File: src/rtl/uart_pkg.sv
// Shared types and constants for the parametrised UART transmitter.
package uart_pkg;

  typedef enum logic [1:0] {
    NONE = 2'b00,
    EVEN = 2'b01,
    ODD  = 2'b10,
    MARK = 2'b11
  } parity_e;

  typedef enum logic [2:0] {
    IDLE,
    START,
    DATA,
    PARITY,
    STOP,
    BREAK
  } tx_state_e;

  localparam logic START_BIT = 1'b0;
  localparam logic STOP_BIT  = 1'b1;

  localparam int unsigned BITS_W        = 4;
  localparam int unsigned MIN_DATA_BITS = 5;

  // Clamp a requested data length into MIN_DATA_BITS..max_bits.
  function automatic logic [BITS_W-1:0] clamp_bits(input logic [BITS_W-1:0] req,
                                                   input int unsigned max_bits);
    logic [BITS_W-1:0] res;
    res = req;
    if (32'(req) < MIN_DATA_BITS) begin
      res = BITS_W'(MIN_DATA_BITS);
    end else if (32'(req) > max_bits) begin
      res = BITS_W'(max_bits);
    end
    return res;
  endfunction

endpackage

File: src/rtl/uart_tx_param_if.sv
// Processor-side write port and FIFO status of the UART transmitter.
interface uart_tx_param_if #(
  parameter int unsigned DATA_W = 8,
  parameter int unsigned LVL_W  = 5
) ();

  logic              wr_en;
  logic [DATA_W-1:0] wr_data;
  logic [LVL_W-1:0]  fifo_level;
  logic              fifo_full;
  logic              fifo_empty;
  logic              irq;

  modport master (
    output wr_en, wr_data,
    input  fifo_level, fifo_full, fifo_empty, irq
  );

  modport slave (
    input  wr_en, wr_data,
    output fifo_level, fifo_full, fifo_empty, irq
  );

endinterface

File: src/rtl/uart_fifo.sv
// First-word-fall-through FIFO with fill level; writes while full are dropped.
module uart_fifo #(
  parameter int unsigned DATA_W     = 8,
  parameter int unsigned FIFO_DEPTH = 16
) (
  input  logic                            clk,
  input  logic                            reset,
  input  logic                            push,
  input  logic                            pop,
  input  logic [DATA_W-1:0]               wr_data,
  output logic [DATA_W-1:0]               rd_data,
  output logic [$clog2(FIFO_DEPTH):0]     level,
  output logic                            full,
  output logic                            empty
);

  localparam int unsigned AW    = $clog2(FIFO_DEPTH);
  localparam int unsigned LVL_W = AW + 1;

  logic [DATA_W-1:0] mem_q [FIFO_DEPTH];
  logic [AW-1:0]     wr_ptr_q, wr_ptr_d;
  logic [AW-1:0]     rd_ptr_q, rd_ptr_d;
  logic [LVL_W-1:0]  level_q, level_d;
  logic              do_push, do_pop;

  // Qualify requests and advance pointers/level.
  always_comb begin
    do_push  = push && (level_q != LVL_W'(FIFO_DEPTH));
    do_pop   = pop && (level_q != '0);
    wr_ptr_d = wr_ptr_q;
    rd_ptr_d = rd_ptr_q;
    level_d  = level_q;
    if (do_push) wr_ptr_d = wr_ptr_q + AW'(1);
    if (do_pop)  rd_ptr_d = rd_ptr_q + AW'(1);
    case ({do_push, do_pop})
      2'b10:   level_d = level_q + LVL_W'(1);
      2'b01:   level_d = level_q - LVL_W'(1);
      default: level_d = level_q;
    endcase
  end

  // Pointer and level registers.
  always_ff @(posedge clk or posedge reset) begin
    if (reset) begin
      wr_ptr_q <= '0;
      rd_ptr_q <= '0;
      level_q  <= '0;
    end else begin
      wr_ptr_q <= wr_ptr_d;
      rd_ptr_q <= rd_ptr_d;
      level_q  <= level_d;
    end
  end

  // Storage array; contents need no reset since level gates visibility.
  always_ff @(posedge clk) begin
    if (do_push) mem_q[wr_ptr_q] <= wr_data;
  end

  assign rd_data = mem_q[rd_ptr_q];
  assign level   = level_q;
  assign full    = (level_q == LVL_W'(FIFO_DEPTH));
  assign empty   = (level_q == '0);

endmodule

File: src/rtl/uart_tx_param.sv
// UART transmitter: FIFO, CTS synchroniser, frame FSM, baud counter and shifter.
module uart_tx_param
  import uart_pkg::*;
#(
  parameter int unsigned DATA_W     = 8,
  parameter int unsigned FIFO_DEPTH = 16,
  parameter int unsigned DIV_W      = 16,
  parameter int unsigned LVL_W      = $clog2(FIFO_DEPTH) + 1
) (
  input  logic              clk,
  input  logic              reset,
  uart_tx_param_if.slave    bus,
  input  logic [DIV_W-1:0]  cfg_baud_div,
  input  logic [3:0]        cfg_data_bits,
  input  logic [1:0]        cfg_parity,
  input  logic              cfg_two_stop,
  input  logic [LVL_W-1:0]  cfg_irq_level,
  input  logic              cts_n,
  input  logic              break_req,
  output logic              tx_out,
  output logic              tx_busy,
  output logic              tx_done
);

  tx_state_e         state_q, state_d;
  logic [DIV_W-1:0]  cnt_q, cnt_d;
  logic [DIV_W-1:0]  div_q, div_d;
  logic [DATA_W-1:0] shift_q, shift_d;
  logic [BITS_W-1:0] bits_q, bits_d;
  logic [BITS_W-1:0] idx_q, idx_d;
  parity_e           parity_q, parity_d;
  logic              two_stop_q, two_stop_d;
  logic              par_bit_q, par_bit_d;
  logic              tx_out_q, tx_out_d;
  logic              tx_busy_q, tx_busy_d;
  logic              tx_done_q, tx_done_d;
  logic              cts_meta_q, cts_s_q;

  logic              fifo_pop;
  logic [DATA_W-1:0] fifo_rd_data;
  logic [LVL_W-1:0]  fifo_level;
  logic              fifo_full, fifo_empty;
  logic              bit_end, can_start, load;

  uart_fifo #(
    .DATA_W     (DATA_W),
    .FIFO_DEPTH (FIFO_DEPTH)
  ) u_fifo (
    .clk     (clk),
    .reset   (reset),
    .push    (bus.wr_en),
    .pop     (fifo_pop),
    .wr_data (bus.wr_data),
    .rd_data (fifo_rd_data),
    .level   (fifo_level),
    .full    (fifo_full),
    .empty   (fifo_empty)
  );

  assign bus.fifo_level = fifo_level;
  assign bus.fifo_full  = fifo_full;
  assign bus.fifo_empty = fifo_empty;
  assign bus.irq        = (fifo_level <= cfg_irq_level);

  // Parity over the low n bits of a frame's data.
  function automatic logic calc_parity(input logic [DATA_W-1:0] d,
                                       input logic [BITS_W-1:0] n,
                                       input parity_e           p);
    logic x;
    x = 1'b0;
    for (int i = 0; i < int'(DATA_W); i++) begin
      if (i < int'(n)) x = x ^ d[i];
    end
    case (p)
      EVEN:    return x;
      ODD:     return ~x;
      MARK:    return 1'b1;
      default: return 1'b0;
    endcase
  endfunction

  // Two-flop synchroniser for cts_n; resets to "not clear".
  always_ff @(posedge clk or posedge reset) begin
    if (reset) begin
      cts_meta_q <= 1'b1;
      cts_s_q    <= 1'b1;
    end else begin
      cts_meta_q <= cts_n;
      cts_s_q    <= cts_meta_q;
    end
  end

  // Next-state, bit timing and next line value.
  always_comb begin
    state_d    = state_q;
    cnt_d      = cnt_q;
    div_d      = div_q;
    shift_d    = shift_q;
    bits_d     = bits_q;
    idx_d      = idx_q;
    parity_d   = parity_q;
    two_stop_d = two_stop_q;
    par_bit_d  = par_bit_q;
    tx_out_d   = tx_out_q;
    tx_done_d  = 1'b0;
    fifo_pop   = 1'b0;
    load       = 1'b0;
    bit_end    = (cnt_q == div_q);
    can_start  = !fifo_empty && !cts_s_q;

    if (state_q != IDLE && state_q != BREAK) begin
      cnt_d = bit_end ? '0 : cnt_q + DIV_W'(1);
    end else begin
      cnt_d = '0;
    end

    case (state_q)
      IDLE: begin
        tx_out_d = STOP_BIT;
        if (break_req) begin
          state_d  = BREAK;
          tx_out_d = 1'b0;
        end else if (can_start) begin
          load = 1'b1;
        end
      end
      START: begin
        if (bit_end) begin
          state_d  = DATA;
          idx_d    = '0;
          tx_out_d = shift_q[0];
        end
      end
      DATA: begin
        if (bit_end) begin
          if (idx_q == bits_q - BITS_W'(1)) begin
            if (parity_q != NONE) begin
              state_d  = PARITY;
              tx_out_d = par_bit_q;
            end else begin
              state_d  = STOP;
              idx_d    = '0;
              tx_out_d = STOP_BIT;
            end
          end else begin
            idx_d    = idx_q + BITS_W'(1);
            shift_d  = shift_q >> 1;
            tx_out_d = shift_q[1];
          end
        end
      end
      PARITY: begin
        if (bit_end) begin
          state_d  = STOP;
          idx_d    = '0;
          tx_out_d = STOP_BIT;
        end
      end
      STOP: begin
        if (bit_end) begin
          if (two_stop_q && idx_q == '0) begin
            idx_d = BITS_W'(1);
          end else begin
            tx_done_d = 1'b1;
            if (break_req) begin
              state_d  = BREAK;
              tx_out_d = 1'b0;
            end else if (can_start) begin
              load = 1'b1;
            end else begin
              state_d = IDLE;
            end
          end
        end
      end
      BREAK: begin
        tx_out_d = 1'b0;
        if (!break_req) begin
          state_d  = IDLE;
          tx_out_d = STOP_BIT;
        end
      end
      default: begin
        state_d  = IDLE;
        tx_out_d = STOP_BIT;
      end
    endcase

    // Frame start: pop the head word and freeze the frame configuration.
    if (load) begin
      state_d    = START;
      fifo_pop   = 1'b1;
      shift_d    = fifo_rd_data;
      bits_d     = clamp_bits(cfg_data_bits, DATA_W);
      parity_d   = parity_e'(cfg_parity);
      two_stop_d = cfg_two_stop;
      div_d      = cfg_baud_div;
      cnt_d      = '0;
      idx_d      = '0;
      par_bit_d  = calc_parity(fifo_rd_data, bits_d, parity_d);
      tx_out_d   = START_BIT;
    end

    tx_busy_d = (state_d != IDLE);
  end

  // FSM and frame registers.
  always_ff @(posedge clk or posedge reset) begin
    if (reset) begin
      state_q    <= IDLE;
      cnt_q      <= '0;
      div_q      <= '0;
      shift_q    <= '0;
      bits_q     <= '0;
      idx_q      <= '0;
      parity_q   <= NONE;
      two_stop_q <= 1'b0;
      par_bit_q  <= 1'b0;
      tx_out_q   <= STOP_BIT;
      tx_busy_q  <= 1'b0;
      tx_done_q  <= 1'b0;
    end else begin
      state_q    <= state_d;
      cnt_q      <= cnt_d;
      div_q      <= div_d;
      shift_q    <= shift_d;
      bits_q     <= bits_d;
      idx_q      <= idx_d;
      parity_q   <= parity_d;
      two_stop_q <= two_stop_d;
      par_bit_q  <= par_bit_d;
      tx_out_q   <= tx_out_d;
      tx_busy_q  <= tx_busy_d;
      tx_done_q  <= tx_done_d;
    end
  end

  assign tx_out  = tx_out_q;
  assign tx_busy = tx_busy_q;
  assign tx_done = tx_done_q;

endmodule

File: src/flat_wrapper.sv
// flat-port wrapper written by rule: the top's interface ports become plain ports
module uart_tx_param_flat import uart_pkg::*;
#(
  parameter int unsigned DATA_W     = 8,
  parameter int unsigned FIFO_DEPTH = 16,
  parameter int unsigned DIV_W      = 16,
  parameter int unsigned LVL_W      = $clog2(FIFO_DEPTH) + 1
)
  (clk, reset, cfg_baud_div, cfg_data_bits, cfg_parity, cfg_two_stop, cfg_irq_level, cts_n, break_req, tx_out, tx_busy, tx_done, bus_wr_en, bus_wr_data, bus_fifo_level, bus_fifo_full, bus_fifo_empty, bus_irq);
  uart_tx_param_if #(.DATA_W(DATA_W), .LVL_W(LVL_W)) bus_i ();
  input  logic clk;
  input  logic reset;
  input  logic [DIV_W-1:0] cfg_baud_div;
  input  logic [3:0] cfg_data_bits;
  input  logic [1:0] cfg_parity;
  input  logic cfg_two_stop;
  input  logic [LVL_W-1:0] cfg_irq_level;
  input  logic cts_n;
  input  logic break_req;
  output logic tx_out;
  output logic tx_busy;
  output logic tx_done;
  input wire logic [$bits(bus_i.wr_en)-1:0] bus_wr_en;
  input wire logic [$bits(bus_i.wr_data)-1:0] bus_wr_data;
  output wire logic [$bits(bus_i.fifo_level)-1:0] bus_fifo_level;
  output wire logic [$bits(bus_i.fifo_full)-1:0] bus_fifo_full;
  output wire logic [$bits(bus_i.fifo_empty)-1:0] bus_fifo_empty;
  output wire logic [$bits(bus_i.irq)-1:0] bus_irq;
  assign bus_i.wr_en = bus_wr_en;
  assign bus_i.wr_data = bus_wr_data;
  assign bus_fifo_level = bus_i.fifo_level;
  assign bus_fifo_full = bus_i.fifo_full;
  assign bus_fifo_empty = bus_i.fifo_empty;
  assign bus_irq = bus_i.irq;
  uart_tx_param #(.DATA_W(DATA_W), .FIFO_DEPTH(FIFO_DEPTH), .DIV_W(DIV_W), .LVL_W(LVL_W)) u_core (.clk(clk), .reset(reset), .bus(bus_i), .cfg_baud_div(cfg_baud_div), .cfg_data_bits(cfg_data_bits), .cfg_parity(cfg_parity), .cfg_two_stop(cfg_two_stop), .cfg_irq_level(cfg_irq_level), .cts_n(cts_n), .break_req(break_req), .tx_out(tx_out), .tx_busy(tx_busy), .tx_done(tx_done));
endmodule
File: config.mk
export PLATFORM = sky130hd
export DESIGN_NAME = uart_tx_param_flat
export DESIGN_NICKNAME = d
export VERILOG_FILES = /design/src/rtl/uart_pkg.sv /design/src/rtl/uart_tx_param_if.sv /design/src/rtl/uart_fifo.sv /design/src/rtl/uart_tx_param.sv /design/src/flat_wrapper.sv
export SDC_FILE = /design/constraint.sdc
export NUM_CORES = 1
export LEC_CHECK = 0
export BUFFER_PORTS_ARGS = -buffer_cell sky130_fd_sc_hd__buf_4
export CAP_MARGIN = 20
export CORE_MARGIN = 10
export CORE_UTILIZATION = 40
export DETAILED_ROUTE_END_ITERATION = 8
export MAX_ROUTING_LAYER = met4
export PLACE_DENSITY = 0.63
export SKIP_LAST_GASP = 1
export SYNTH_ARGS = -nofsm -noshare
export SYNTH_HDL_FRONTEND = slang
export SYNTH_SLANG_ARGS = --single-unit
File: constraint.sdc
create_clock -name clk -period 4.3 [get_ports clk]
set_input_delay 0.215 -clock clk [delete_from_list [all_inputs] [get_ports clk]]
set_output_delay 0.215 -clock clk [all_outputs]
set_load 0.01 [all_outputs]
==> results.json, run 1 <==
{
  "max_stage_delay_ns": 0.49,
  "dp_hpwl_mm": 12.9,
  "fin_hold_ws_ns": 0.0243,
  "finalSetupTns_ns": 0,
  "ant_nets": 0,
  "max_freq_ghz": 0.282,
  "ir_drop_mv": 0.305,
  "syn_nets": 737,
  "start_util_pct": 41.1,
  "async_reset_ff_share_pct": 36.3,
  "path_max_fanout": 11,
  "die_h_um": 170,
  "fin_crit_ns": 3.55,
  "yosysMostFrequentCell": "edfxtp_1",
  "hold_class": "in2reg",
  "drtIter0Drc": 334,
  "tightestPinTransition_ns": 0.943,
  "cp_slowest_cell": "o21ai_0",
  "cts.sinks": 201,
  "power_mw": 6.71,
  "final_max_slew_viol_count": 0,
  "die_w_um": 170,
  "rsz0062_at_grt": "no",
  "crit_chain": "xor2_1, nor4_1, nand4_1, o21ai_0, nand2_1, clkinv_1, ha_1, inv_1, fa_1, inv_1, a21o_1, a21oi_1, xnor2_1, nor2_1, xor2_1",
  "hold_viol": 0,
  "avgViaCountPerCell": 5.29,
  "fin_worst_skew_ns": 0.0136,
  "crit_arrival_ns": 3.92,
  "clk_latency_ns": 0.50,
  "gr-total-overflow": 0,
  "ys_seq_elements": 201,
  "grt_pass1_vias": 5758,
  "htreeDepth": 1,
  "clk_pin_slew_ns": 0.06,
  "drt_pass1_iterations": 6,
  "num_rows": 54,
  "wl_per_cell_um": 18.2,
  "synth_edf_count": 128,
  "port_buffers": 51,
  "grt_antenna_before_repair": 0,
  "synthTopCellsByCount": "edfxtp_1, nand2_1, dfrtp_1, nor2_1, xor2_1",
  "grt_max_degree": 48,
  "io_pins": 52,
  "end_kind": "flop",
  "min_period_over_period_pct": 82.5,
  "status": "complete, no violations",
  "finalNetCount": 815,
  "core_mm2": 0.0220,
  "crit_path_start_kind": "flop",
  "drv_cap": 0,
  "cts_buffers": 20,
  "syn_area_per_cell_um2": 13.4,
  "leakage_nw": 4.21,
  "die_area_mm2": 0.0290,
  "synth_cell_types": 64,
  "fillers": 1920,
  "syn_to_final_growth_pct": 17.0,
  "path_class": "reg2reg",
  "vias": 5550,
  "synthCells": 677,
  "rrSetupSlack_ns": 0.75,
  "wirelength_mm": 19.1,
  "finalSetupViolations": 0,
  "grt_use_total_pct": 13.7,
  "slew-limit-headroom_pct": 36.9,
  "netlist.area_leader.share_pct": 42.5,
  "cts-resized-gates": 0,
  "clockBufferDepth": 3,
  "diodes": 0,
  "yosys-top-cells-area": "edfxtp_1, dfrtp_1, mux4_2",
  "root_buffer": "clkbuf_16",
  "cp.required_ns": 4.67,
  "yosysSeqAreaShare_pct": 62.7,
  "finalWeightedCongestion": 0.813,
  "netlist_area_mm2": 0.00905,
  "drc": 0,
  "grt_pass1_wl_mm": 31.0,
  "synthFlopType": "edfxtp_1",
  "yosysTopAreaCell": "edfxtp_1",
  "ys.warnings.count": 0,
  "p_per_area_mw_per_mm2": 634,
  "stdcell_area_mm2": 0.0106,
  "place_area_mm2": 0.00974,
  "final_util_pct": 48.1,
  "drive_gt1_share_pct": 17.4,
  "cts_tree": "built"
}
-- layout by cell type (no fill, tap or decap), types with 6 or more instances in the layout --
master / instances
dfrtp_1: 69
dlygate4sd3_1: 22
nor2_1: 49
edfxtp_1: 128
nand2b_1: 9
clkbuf_16: 20
ha_1: 18
xnor2_1: 18
buf_4: 63
mux2i_1: 25
xor2_1: 32
nand2_1: 97
nand3_1: 15
a21oi_1: 14
o21ai_0: 21
mux4_2: 20
inv_1: 25
nor3_1: 6
nor2b_1: 7
nor4_1: 6
-- registers in the layout, indices dropped and copies added (netlist names), 2 cells and up --
register and cells:
u_core.u_fifo.rd_ptr_q 4, u_core.parity_q 2, u_core.state_q 3, u_core.idx_q 4, u_core.shift_q 8, u_core.u_fifo.mem_q 128
u_core.u_fifo.wr_ptr_q 4, u_core.u_fifo.level 5, u_core.cnt_q 16, u_core.div_q 16, u_core.bits_q 4
-- path summary, 6_finish.rpt --
check,from,to,depth (start not counted)
max,u_core.cnt_q[11],u_core.u_fifo.level[4],15
min,bus_wr_data[1],u_core.u_fifo.mem_q[13][1],1
max reg2reg,u_core.cnt_q[11],u_core.u_fifo.level[4],15
min reg2reg,u_core.cts_meta_q,u_core.cts_s_q,0
max in group asynchronous,reset,u_core.cts_meta_q,4
min in group asynchronous,reset,u_core.idx_q[3],3
-- metal layers --
layer	wire, µm	up-vias	GRT usage (%)
li1	-	2626	-
met1	8360	2773	16.8
met2	9510	122	22.9
met3	906	29	2.71
met4	326	0	3.39
met5	0	-	-
-- power by group --
part	leakage, nW	switching (mW)	internal (mW)
clock network	0.311	0.706	0.972
logic	1.82	1.26	1.02
registers	2.08	0.322	2.44
total	4.21	2.28	4.43
-- critical path: cells and delay by family (launching register included) --
kind	cells	cell delay [ns]
flops	1	0.43
compound gates	3	0.67
buf+inv	3	0.26
fa+ha+maj	2	0.62
xor+xnor	3	0.43
simple gates	4	1.01
-- through the flow --
step / instances / setup WS, ns
finish: 1049 / 0.754
global route: 1049 / 0.431
CTS: 1049 / 0.759
detailed placement: 991 / 0.800
global placement: 990 / 0.817
floorplan: 677 / 1.07
-- cell type report --
cell class | instances | area [µm²] | share of cell area [%]
Sequential cell | 201 | 5680 | 53.6
Inverter | 28 | 105 | 0.993
Clock inverter | 8 | 72.6 | 0.685
Multi-Input combinational cell | 418 | 3110 | 29.4
Clock buffer | 28 | 561 | 5.29
Tap cell | 280 | 350 | 3.31
Timing Repair Buffer | 86 | 713 | 6.74
-- kinds of logic (layout without fill, tap and decap cells) --
family	Yosys count	count (layout)	share of synthesized area, %
flip-flops	201	201	62.7
AND/OR/NAND/NOR	214	214	10.8
multiplexers	52	52	8.94
adder cells (fa/ha/maj)	19	19	2.71
AO/OA/AOI/OAI	82	82	6.76
buffers and inverters	58	150	2.94
XOR/XNOR	51	51	5.14
-- repair_timing --
| item | CTS | global route |
|---|---|---|
| endpoints found under the hold margin | 57 | 0 |
| hold buffers | 22 | 0 |
| buffers inserted | 0 | 0 |
No activity file was read; power rests on OpenSTA's default activity.
==> run 2, diff against run 1 <==
--- a/config.mk
+++ b/config.mk
@@ -11,7 +11,7 @@
 export CORE_UTILIZATION = 40
 export DETAILED_ROUTE_END_ITERATION = 8
 export MAX_ROUTING_LAYER = met4
-export PLACE_DENSITY = 0.63
+export PLACE_DENSITY = 0.65
 export SKIP_LAST_GASP = 1
 export SYNTH_ARGS = -nofsm -noshare
 export SYNTH_HDL_FRONTEND = slang
==> constraint.sdc (replaced) <==
create_clock -name clk -period 3 [get_ports clk]
set_input_delay 0.15 -clock clk [delete_from_list [all_inputs] [get_ports clk]]
set_output_delay 0.15 -clock clk [all_outputs]
set_load 0.01 [all_outputs]
==> results.json, run 2 (synthesized netlist as in run 1, its figures left out) <==
{
  "dp_hpwl_mm": 12.8,
  "place_area_mm2": 0.0101,
  "hold_viol": 0,
  "grt_max_degree": 48,
  "drc": 0,
  "diodes": 0,
  "finalSetupViolations": 0,
  "status": "complete, no violations",
  "leakage_nw": 4.55,
  "gr-total-overflow": 0,
  "top_regs": "u_core.u_fifo.mem_q x128, u_core.cnt_q x16, u_core.div_q x16",
  "die_h_um": 170,
  "crit_path_start_kind": "flop",
  "end_kind": "flop",
  "finalWeightedCongestion": 0.798,
  "ant_nets": 0,
  "port_buffers": 51,
  "vias": 5611,
  "path_class": "reg2reg",
  "grt_pass1_wl_mm": 30.5,
  "path_max_fanout": 3,
  "max_freq_ghz": 0.347,
  "layout_common_cells": "edfxtp_1, buf_4, nand2_1",
  "wl_per_cell_um": 17.2,
  "finalSetupTns_ns": 0,
  "finalNetCount": 870,
  "die_w_um": 170,
  "core_mm2": 0.0220,
  "drtIter0Drc": 376,
  "hold_class": "in2reg",
  "syn_to_final_growth_pct": 24.0,
  "grt_use_total_pct": 13.4,
  "p_per_area_mw_per_mm2": 923,
  "clockBufferDepth": 3,
  "fin_worst_skew_ns": 0.0117,
  "die_area_mm2": 0.0290,
  "io_pins": 52,
  "cts.sinks": 201,
  "clk_latency_ns": 0.51,
  "mostFrequentLayoutCell": "edfxtp_1",
  "cp.required_ns": 3.38,
  "final_max_slew_viol_count": 0,
  "slew-limit-headroom_pct": 64.8,
  "fin_crit_ns": 2.88,
  "hold_depth": 3,
  "cts_tree": "built",
  "drive_gt1_share_pct": 23.7,
  "root_buffer": "clkbuf_16",
  "drt_pass1_iterations": 4,
  "wirelength_mm": 19.0,
  "num_rows": 54,
  "reg2reg_depth": 14,
  "tightestPinTransition_ns": 0.524,
  "cts_buffers": 22,
  "ir_drop_mv": 0.549,
  "largest_reg_flops": 128,
  "grt_pass1_vias": 5769,
  "regMostFlops": "u_core.u_fifo.mem_q",
  "stdcell_area_mm2": 0.0112,
  "clk_pin_slew_ns": 0.06,
  "min_period_over_period_pct": 96.1,
  "start_util_pct": 41.1,
  "drv_cap": 0,
  "grt_antenna_before_repair": 0,
  "avgViaCountPerCell": 5.07,
  "crit_arrival_ns": 3.26,
  "fillers": 1906,
  "power_mw": 10.4,
  "htreeDepth": 1
}
==> run 2: final timing paths <==
kind	slack, ns	to	start
setup / recovery	0.12	u_core.u_fifo.level[2]	u_core.div_q[15]
hold / removal	0.02	u_core.bits_q[1]	cfg_data_bits[1]
setup reg to reg	0.12	u_core.u_fifo.level[2]	u_core.div_q[15]
hold reg to reg	0.36	u_core.cts_s_q	u_core.cts_meta_q
max in group asynchronous	2.03	u_core.u_fifo.rd_ptr_q[0]	reset
min in group asynchronous	0.22	u_core.idx_q[3]	reset
==> run 2: timing repair <==
item	in CTS	in global routing
endpoints found under the hold margin	176	1
hold buffers	31	1
gates resized for setup	0	13
endpoints found under the setup margin	0	2
buffers inserted	0	4
==> run 2: stage by stage <==
stage	std cells	hold WS [ns]	setup WS (ns)	util, %
after floorplan	677	0.154	0.00746	-
after global placement	1030	0.191	0.0942	45.7
after detailed placement	1030	0.194	0.0447	45.7
after CTS	1101	0.00535	0.00432	50.6
after global routing	1106	0.00825	-0.0308	51.0
final	1106	0.0208	0.118	51.0
==> run 2: area by class of cell <==
| type | count | area, µm² | area share [%] |
|---|---|---|---|
| repair buffers | 139 | 1160 | 10.3 |
| clock inverters | 9 | 136 | 1.21 |
| multi-input cells | 418 | 3160 | 28.2 |
| flip-flops and latches | 201 | 5680 | 50.5 |
| clock buffers | 31 | 634 | 5.65 |
| inverters | 28 | 109 | 0.969 |
| well taps | 280 | 350 | 3.12 |
==> run 2: power by group <==
part | total (mW) | internal, mW | switching [mW]
Clock | 2.82 | 1.74 | 1.08
Sequential | 3.85 | 3.49 | 0.357
Combinational | 3.70 | 1.72 | 1.97
==> run 2: critical path: stages (launching register included) <==
cell	delay, ns
dfrtp_1	0.39
xor2_1	0.16
nor4_1	0.32
nand4_1	0.25
o21ai_2	0.23
nand2_2	0.09
inv_2	0.10
ha_4	0.16
inv_4	0.04
fa_2	0.36
buf_4	0.14
buf_4	0.12
buf_4	0.12
xor2_1	0.18
o21ai_0	0.11
==> run 2: layer usage <==
layer  vias to the layer above  track usage (%)  share of wire (%)
li1                       2733                -                  -
met2                        88             22.6                 50
met4                         0             2.75                1.5
met5                         -                -                  0
met3                        31             2.36                3.7
met1                      2759             16.5                 45
